===== src/rtl/serial_rx_fifo.sv =====
// serial_rx_fifo: arms an upstream read buffer and queues its bytes in a
// first-word fall-through FIFO. Optional drop counter: SERIAL_RX_FIFO_OVF_COUNT_EN.
// Ports: sys_clk/rst (sync, active-high); enable, buf_busy, buf_data_ready,
// buf_data in / buf_start out to the upstream buffer; rd_en in / rd_data,
// rd_valid, full, count out on the read side; clr_ovf in / overflow,
// ovf_count out for dropped-byte reporting.
module serial_rx_fifo #(
  parameter int DATA_WIDTH = 8,
  parameter int DEPTH      = 16
) (
  input  logic                    sys_clk,
  input  logic                    rst,
  input  logic                    enable,
  input  logic                    buf_busy,
  input  logic                    buf_data_ready,
  input  logic [DATA_WIDTH-1:0]   buf_data,
  output logic                    buf_start,
  input  logic                    rd_en,
  output logic [DATA_WIDTH-1:0]   rd_data,
  output logic                    rd_valid,
  output logic                    full,
  output logic [$clog2(DEPTH):0]  count,
  input  logic                    clr_ovf,
  output logic                    overflow,
  output logic [7:0]              ovf_count
);

  localparam int AW = $clog2(DEPTH);
  localparam logic [AW:0] FULL_CNT = (AW+1)'(DEPTH);

  typedef enum logic [1:0] {
    IDLE,
    ARM,
    WAIT_BUSY,
    WAIT_DONE
  } state_t;

  state_t state;
  state_t state_nxt;

  logic [DATA_WIDTH-1:0] mem [DEPTH];
  logic [AW-1:0] wr_ptr;
  logic [AW-1:0] rd_ptr;
  logic rdy_q;
  logic wr_ev;
  logic pop;
  logic push;
  logic drop;

  // One write per rising edge of data-ready, however long it stays high.
  assign wr_ev = buf_data_ready & ~rdy_q;

  assign rd_valid = (count != '0);
  assign full     = (count == FULL_CNT);
  assign pop      = rd_en & rd_valid;
  // A pop in the same cycle frees the slot the incoming byte needs.
  assign push     = wr_ev & (~full | pop);
  assign drop     = wr_ev & full & ~pop;

  assign rd_data   = rd_valid ? mem[rd_ptr] : '0;
  assign buf_start = (state == ARM);

  always_ff @(posedge sys_clk) begin
    if (rst) begin
      state    <= IDLE;
      rdy_q    <= 1'b0;
      wr_ptr   <= '0;
      rd_ptr   <= '0;
      count    <= '0;
      overflow <= 1'b0;
    end else begin
      state <= state_nxt;
      rdy_q <= buf_data_ready;
      if (push)
        wr_ptr <= wr_ptr + 1'b1;
      if (pop)
        rd_ptr <= rd_ptr + 1'b1;
      unique case (1'b1)
        push & ~pop: count <= count + 1'b1;
        pop & ~push: count <= count - 1'b1;
        default: ;
      endcase
      if (clr_ovf)
        overflow <= 1'b0;
      else if (drop)
        overflow <= 1'b1;
    end
  end

  always_ff @(posedge sys_clk) begin
    if (push)
      mem[wr_ptr] <= buf_data;
  end

  always_comb begin
    state_nxt = state;
    unique case (state)
      IDLE:
        if (enable & ~buf_busy & ~full)
          state_nxt = ARM;
      ARM:
        state_nxt = WAIT_BUSY;
      WAIT_BUSY:
        if (buf_busy | wr_ev)
          state_nxt = WAIT_DONE;
      WAIT_DONE:
        if (~buf_busy)
          state_nxt = IDLE;
      default:
        state_nxt = IDLE;
    endcase
  end

`ifdef SERIAL_RX_FIFO_OVF_COUNT_EN
  always_ff @(posedge sys_clk) begin
    if (rst | clr_ovf)
      ovf_count <= 8'd0;
    else if (drop && ovf_count != 8'hFF)
      ovf_count <= ovf_count + 8'd1;
  end
`else
  assign ovf_count = 8'd0;
`endif

endmodule


===== config.mk =====
export PLATFORM = sky130hd
export DESIGN_NAME = serial_rx_fifo
export DESIGN_NICKNAME = d
export VERILOG_FILES = /design/src/rtl/serial_rx_fifo.sv
export SDC_FILE = /design/constraint.sdc
export NUM_CORES = 1
export LEC_CHECK = 0
export CORE_MARGIN = 8
export CORE_UTILIZATION = 24
export DETAILED_ROUTE_END_ITERATION = 8
export HOLD_SLACK_MARGIN = 0.03
export PLACE_DENSITY = 0.45
export SYNTH_ARGS = -nofsm -noshare
export SYNTH_HDL_FRONTEND = slang
export SYNTH_SLANG_ARGS = --single-unit

===== constraint.sdc =====
create_clock -name sys_clk -period 2.8 [get_ports sys_clk]
set_clock_uncertainty 0.1 [all_clocks]
set_input_delay 0.28 -clock sys_clk [delete_from_list [all_inputs] [get_ports sys_clk]]
set_output_delay 0.28 -clock sys_clk [all_outputs]
set_load 0.02 [all_outputs]

After elaboration in Yosys (flattened, before gate mapping)
Memory sizes are Yosys's and may differ from the RTL's. A register that Yosys moved wholly into a read port is not among the register bits.
Cells that the tools add are included.
W data, S select, Z words.
{ "word_totals": {"register_bits": 17, "mem_bits_rw": 128, "in_bits": 15, "output_inout_bits": 25, "elab_cells": 49, "mem_count": 1} }
{ "op_classes": {"n_addsub": 4, "eq_ne": 7, "n_mux": 10, "n_bitwise": 16, "reduce_logical": 5} }
{ "memory_table": {"columns": ["name", "depth", "width", "rd", "rd_clocked_by_memory_dff", "wr", "line", "rtl"], "rows": [
  ["mem", 16, 8, 1, 1, 1, "41", "logic [DATA_WIDTH-1:0] mem [DEPTH];"]
]} }
{ "ops": {"columns": ["operator", "count"], "rows": [
  ["$pmux W5 S2", 1],
  ["$and A1 B1 Y1", 9],
  ["$add A4 B1 Y4 const B", 2],
  ["$mux W4", 2],
  ["$mux W8", 1],
  ["$pmux W2 S4", 1],
  ["$mux W2", 3],
  ["$ne A2 B2 Y1 const B", 3],
  ["$add A5 B1 Y5 const B", 1],
  ["$eq A5 B5 Y1 const B", 1],
  ["$not A1 Y1", 5],
  ["$reduce_bool A5 Y1", 1],
  ["$sub A5 B1 Y5 const B", 1],
  ["$eq A2 B2 Y1 const B", 2],
  ["$reduce_and A3 Y1", 1],
  ["$eq A2 B1 Y1 const B", 1],
  ["$logic_not A2 Y1", 1],
  ["$mux W1", 2],
  ["$or A1 B1 Y1", 2],
  ["$reduce_bool A2 Y1", 1],
  ["$reduce_or A2 Y1", 1]
]} }

Logic depth before layout (Yosys ltp)
Gate-level depths: netlist of run 1.
{ "depth": {"word_depth": 7, "depth_mapped": 9, "ltp_nobuf": 9} }

Worst setup path before layout of run 1
Ideal clock, no wire load.
{ "synth_path": {"path_type": "flip-flop to flip-flop", "startpoint": "register count[2]", "endpoint": "register count[4]", "setup_ns": 0.123, "arrival_time_ns": 2.380, "t_required_ns": 2.577, "setup_slack_ns": 0.197, "stages_incl_launch_ff": 9, "path_buffers": 0, "period_less_slack_ns": 2.603, "cell_sequence": "dfxtp_1 or4_4 o211ai_4 inv_1 ha_1 a21oi_1 a2111oi_4 a21oi_1 mux2_1"} }
{ "synth_between": {"elab_chain_cells": 7, "elab_cells_between_ends": 14, "classes_between": "2 x add/sub; 1 x eq/ne; 1 x mux; 8 x bitwise; 2 x reduce/logical"} }
{ "synth_lines": {"columns": ["element", "line", "rtl"], "rows": [
  ["start, declared", "22", "output logic [$clog2(DEPTH):0] count,"],
  ["start signal, assigned", "79", "push & ~pop: count <= count + 1'b1;"],
  ["start signal, assigned", "80", "pop & ~push: count <= count - 1'b1;"],
  ["$reduce_bool A5 Y1 or $eq A5 B5 Y1 (tied branches)", "53, 54", null],
  ["$and A1 B1 Y1 or $not A1 Y1 (tied branches)", "55, 57", null],
  ["$or A1 B1 Y1", "57", "assign push = wr_ev & (~full | pop);"],
  ["$and A1 B1 Y1", "57", null],
  ["$not A1 Y1", "80", null],
  ["$and A1 B1 Y1", "80", null],
  ["$pmux W5 S2 or $reduce_bool A2 Y1 (tied branches)", null, null]
]} }
Several ways; a longest one is shown, not always the timed one.
A chain may end at the register's enable or synchronous reset.

==> flow_summary.toml, run 1 <==
[setup_path]
r2r_start = "count[3]"
critical-path-slowest-cell = "mux4_1"
path_common_cell = "buf_4"
crit_path_start_kind = "flop"
end_kind = "output pin"
crit_path_cell_trace = "buf_4 > mux4_1 > mux4_2 > and2_4 > buf_4"
r2r_setup_slack_ps = 240
path_class = "flop to output pin"
path_max_fanout = 7
slowest_delay_ps = 570
r2r-end = "count[4]"
crit_required_ps = 2420
cp.arrival_ps = 2350
r2r_cells = 8

[die]
die_area_um2 = 31300
ios = 40
die_y_um = 177
initial_core_util_pct = 24.1
fp.dieW_um = 177
row_count = 59
coreArea_um2 = 25800

[synth]
synth_top_family_by_area = "multiplexers"
synthSimpleGateAreaFrac_pct = 5.58
synth_edf_count = 128
synthAdderAreaFrac_pct = 2.42
syn_area_um2 = 6210
avgSynthCellArea_um2 = 18.2
synthXorXnorAreaFrac_pct = 1.13
ys_ff_latch = 149
synth.area.mux_share_pct = 15.7
ys_dominant_reg_cell = "edfxtp_1"
synth_warnings = 0
syn_inst = 341
yosysUniqueCellTypes = 46
synth-compound-area-share_pct = 3.36
synth-async-reset-ratio_pct = 0
ys_seq_area_share_pct = 68.6

[timing]
worst_pin_slew_ps = 891
slew_headroom_pct = 40.1
period_minus_slack_ps = 2730
slew_viol_final = 0
grt_setup_unrepaired = "false"
finalCritPeriodShare_pct = 97.4
fmax_mhz = 367
final-setup-viol-count = 0
hold_violations = 0

[finish]
fillers = 2521
antennaDiodeCount = 0
nNetsFinal = 442
area_growth_pct = 25.2
finalInstanceArea_um2 = 7780
final_core_utilization_pct = 30.2
layout-drive-gt1-share_pct = 32.0

[routing]
drc = 0
drt-met1-wl_um = 6650
wl_um = 14400
via_per_inst = 4.24
dr.pass1.iters = 4
drt_iter0_drc = 183
vias = 3234
avgRoutedWirePerCell_um = 18.8
route.met2.wl_um = 6970
highest_layer = "met4"
drtAntennaViolNets = 0
met3_wirelength_um = 670

[power]
p_leak_nw = 2.56
finalPower_w = 0.00670
peakVddDrop_mv = 0.728
powerDensity_nw_per_um2 = 862

[job]
maxCapViolCount = 0

[clock_network]
cts_tree = "built"
clk_latency_ps = 410
cts_hold_buffers = 0
clk_pin_slew_ps = 60
cts_buffer_depth = 2
root_buffer = "clkbuf_16"
numCtsBuffers = 17
clock_sinks = 149
ctsHtreeMaxLevel = 4

[placement]
dp_hpwl_um = 9410
place_congestion = 0.696
port_buffers = 31
place_area_um2 = 7170

[outcome]
outcome = "completed"

[worst_hold_path]
hold_path.class = "primary input to flop"
hp-start = "clr_ovf"
min_to = "overflow"
holdPathStages = 2

[grt]
grt-ovfl-total = 0
grt_pass1_vias = 3509
track_usage_pct = 9.69
grt_pass1_wl_um = 22100
antenna_found_initial = 0
grt_max_degree = 33
-- cell usage in the layout (no fill, tap or decap), types with 2 or more instances in the layout --
cell type / instances
a21oi_1: 6
buf_4: 37
dfxtp_1: 20
buf_6: 5
nor2b_1: 2
nand4_1: 2
nand2_1: 8
nor4_4: 3
xnor2_1: 4
mux2i_1: 2
nand2b_1: 2
buf_12: 4
a31oi_1: 2
inv_1: 12
and2_4: 6
clkdlybuf4s50_1: 23
nor2_1: 22
inv_8: 4
o21ai_0: 5
ha_1: 12
nand3_1: 3
mux4_2: 39
xor2_1: 4
conb_1: 8
edfxtp_1: 128
and2_1: 10
inv_6: 7
clkbuf_16: 17
nor3_1: 2
a211oi_1: 2
-- state kept, by name (all words and copies together) (netlist names), named ones only --
name / cells
rd_ptr: 4
rdy_q: 1
overflow: 1
wr_ptr: 4
state: 2
count: 5
mem: 128
-- worst max-delay path by stage --
stage,from,to,slack (ps)
floorplan,count[2],count[4],200
global placement,flop,rd_data[5],5
detailed placement,flop,rd_data[5],-50
CTS,flop,rd_data[5],-20
global route,flop,rd_data[5],7
finish,flop,rd_data[7],70
-- stage by stage --
step,setup WS [ps],hold WS (ps),instances,setup TNS (ps)
3_3_place_gp,5.14,378,727,0
4_1_cts,-19.5,291,765,-19.5
5_1_grt,6.90,288,763,0
6_report,74.2,315,763,0
2_1_floorplan,197,259,348,0
3_5_place_dp,-53.5,393,727,-130
-- final cells by class --
cell class,instances,area (um2),area share (%)
clock inverter,15,131,1.69
clock buffer,17,425,5.47
sequential,149,4270,54.9
multi-input combinational,164,1820,23.4
inverter,12,45.0,0.579
timing repair buffer,71,664,8.54
tap,335,419,5.39
-- critical path, delay by kind of cell (launching register included) --
| family | cells | cell delay (ps) |
|---|---|---|
| buffers and inverters | 2 | 280 |
| muxes | 2 | 1070 |
| DFF | 1 | 430 |
| and+or+nand+nor | 1 | 150 |
-- power by group --
part	leakage [nW]	total (W)	switching, W	internal [W]
Clock	0.275	0.00214	0.000970	0.00117
Sequential	1.33	0.00259	0.0000836	0.00251
Combinational	0.956	0.00197	0.000981	0.000988
Total	2.56	0.00670	0.00203	0.00467
-- metal layers --
layer  GRT usage, %  vias to the layer above
met4           2.42                        0
met1           12.7                     1678
met3           2.65                        6
li1               -                     1475
met2           15.6                       75
met5              0                        -
-- kinds of logic after synthesis --
| family | count (synthesis) |
|---|---|
| compound gates | 25 |
| xor+xnor | 8 |
| fa+ha+maj | 12 |
| buf+inv | 35 |
| flops | 149 |
| mux | 44 |
| other cells | 1 |
| simple gates | 67 |
-- synthesized netlist by cell type, types with 2 or more instances --
master	instances	area, um2
nor3_1	2	10.0
buf_1	4	15.0
buf_4	8	60.1
mux2i_1	2	20.0
dfxtp_1	21	420
a21oi_1	6	30.0
nor2_1	22	82.6
clkbuf_1	6	22.5
nor2b_1	2	12.5
inv_1	12	45.0
mux4_2	33	743
nor4_1	5	31.3
a31oi_1	2	12.5
and2_1	16	100
xnor2_1	4	35.0
edfxtp_1	128	3840
nand2_1	8	30.0
nand4_1	2	12.5
ha_1	12	150
nand3_1	3	15.0
nand2b_1	2	12.5
xor2_1	4	35.0
buf_6	3	33.8
mux4_1	7	184
a211oi_1	2	15.0
o21ai_0	5	25.0
-- repair_timing --
item,4_1_cts,5_1_grt
cloned,2,0
gates resized for setup,54,10
pin swaps,3,2
setup buffers,4,1
endpoints found under the setup margin,8,7
(Power assumes the default switching activity.)
==> run 2: changes to the inputs <==
--- a/config.mk
+++ b/config.mk
@@ -8,7 +8,7 @@
 export CORE_MARGIN = 8
 export CORE_UTILIZATION = 24
 export DETAILED_ROUTE_END_ITERATION = 8
-export HOLD_SLACK_MARGIN = 0.03
+export GPL_TIMING_DRIVEN = 1
 export PLACE_DENSITY = 0.45
 export SYNTH_ARGS = -nofsm -noshare
 export SYNTH_HDL_FRONTEND = slang
==> results of run 2 <==
The final DEF is identical to that of run 1; final timing and power are the same.
==> run 3: changes to the inputs <==
--- a/config.mk
+++ b/config.mk
@@ -7,6 +7,7 @@
 export LEC_CHECK = 0
 export CORE_MARGIN = 8
 export CORE_UTILIZATION = 24
+export CTS_CLUSTER_DIAMETER = 150
 export DETAILED_ROUTE_END_ITERATION = 8
 export GPL_TIMING_DRIVEN = 1
 export PLACE_DENSITY = 0.45
==> results of run 3 <==
The final DEF is identical to that of run 1; final timing and power are the same.
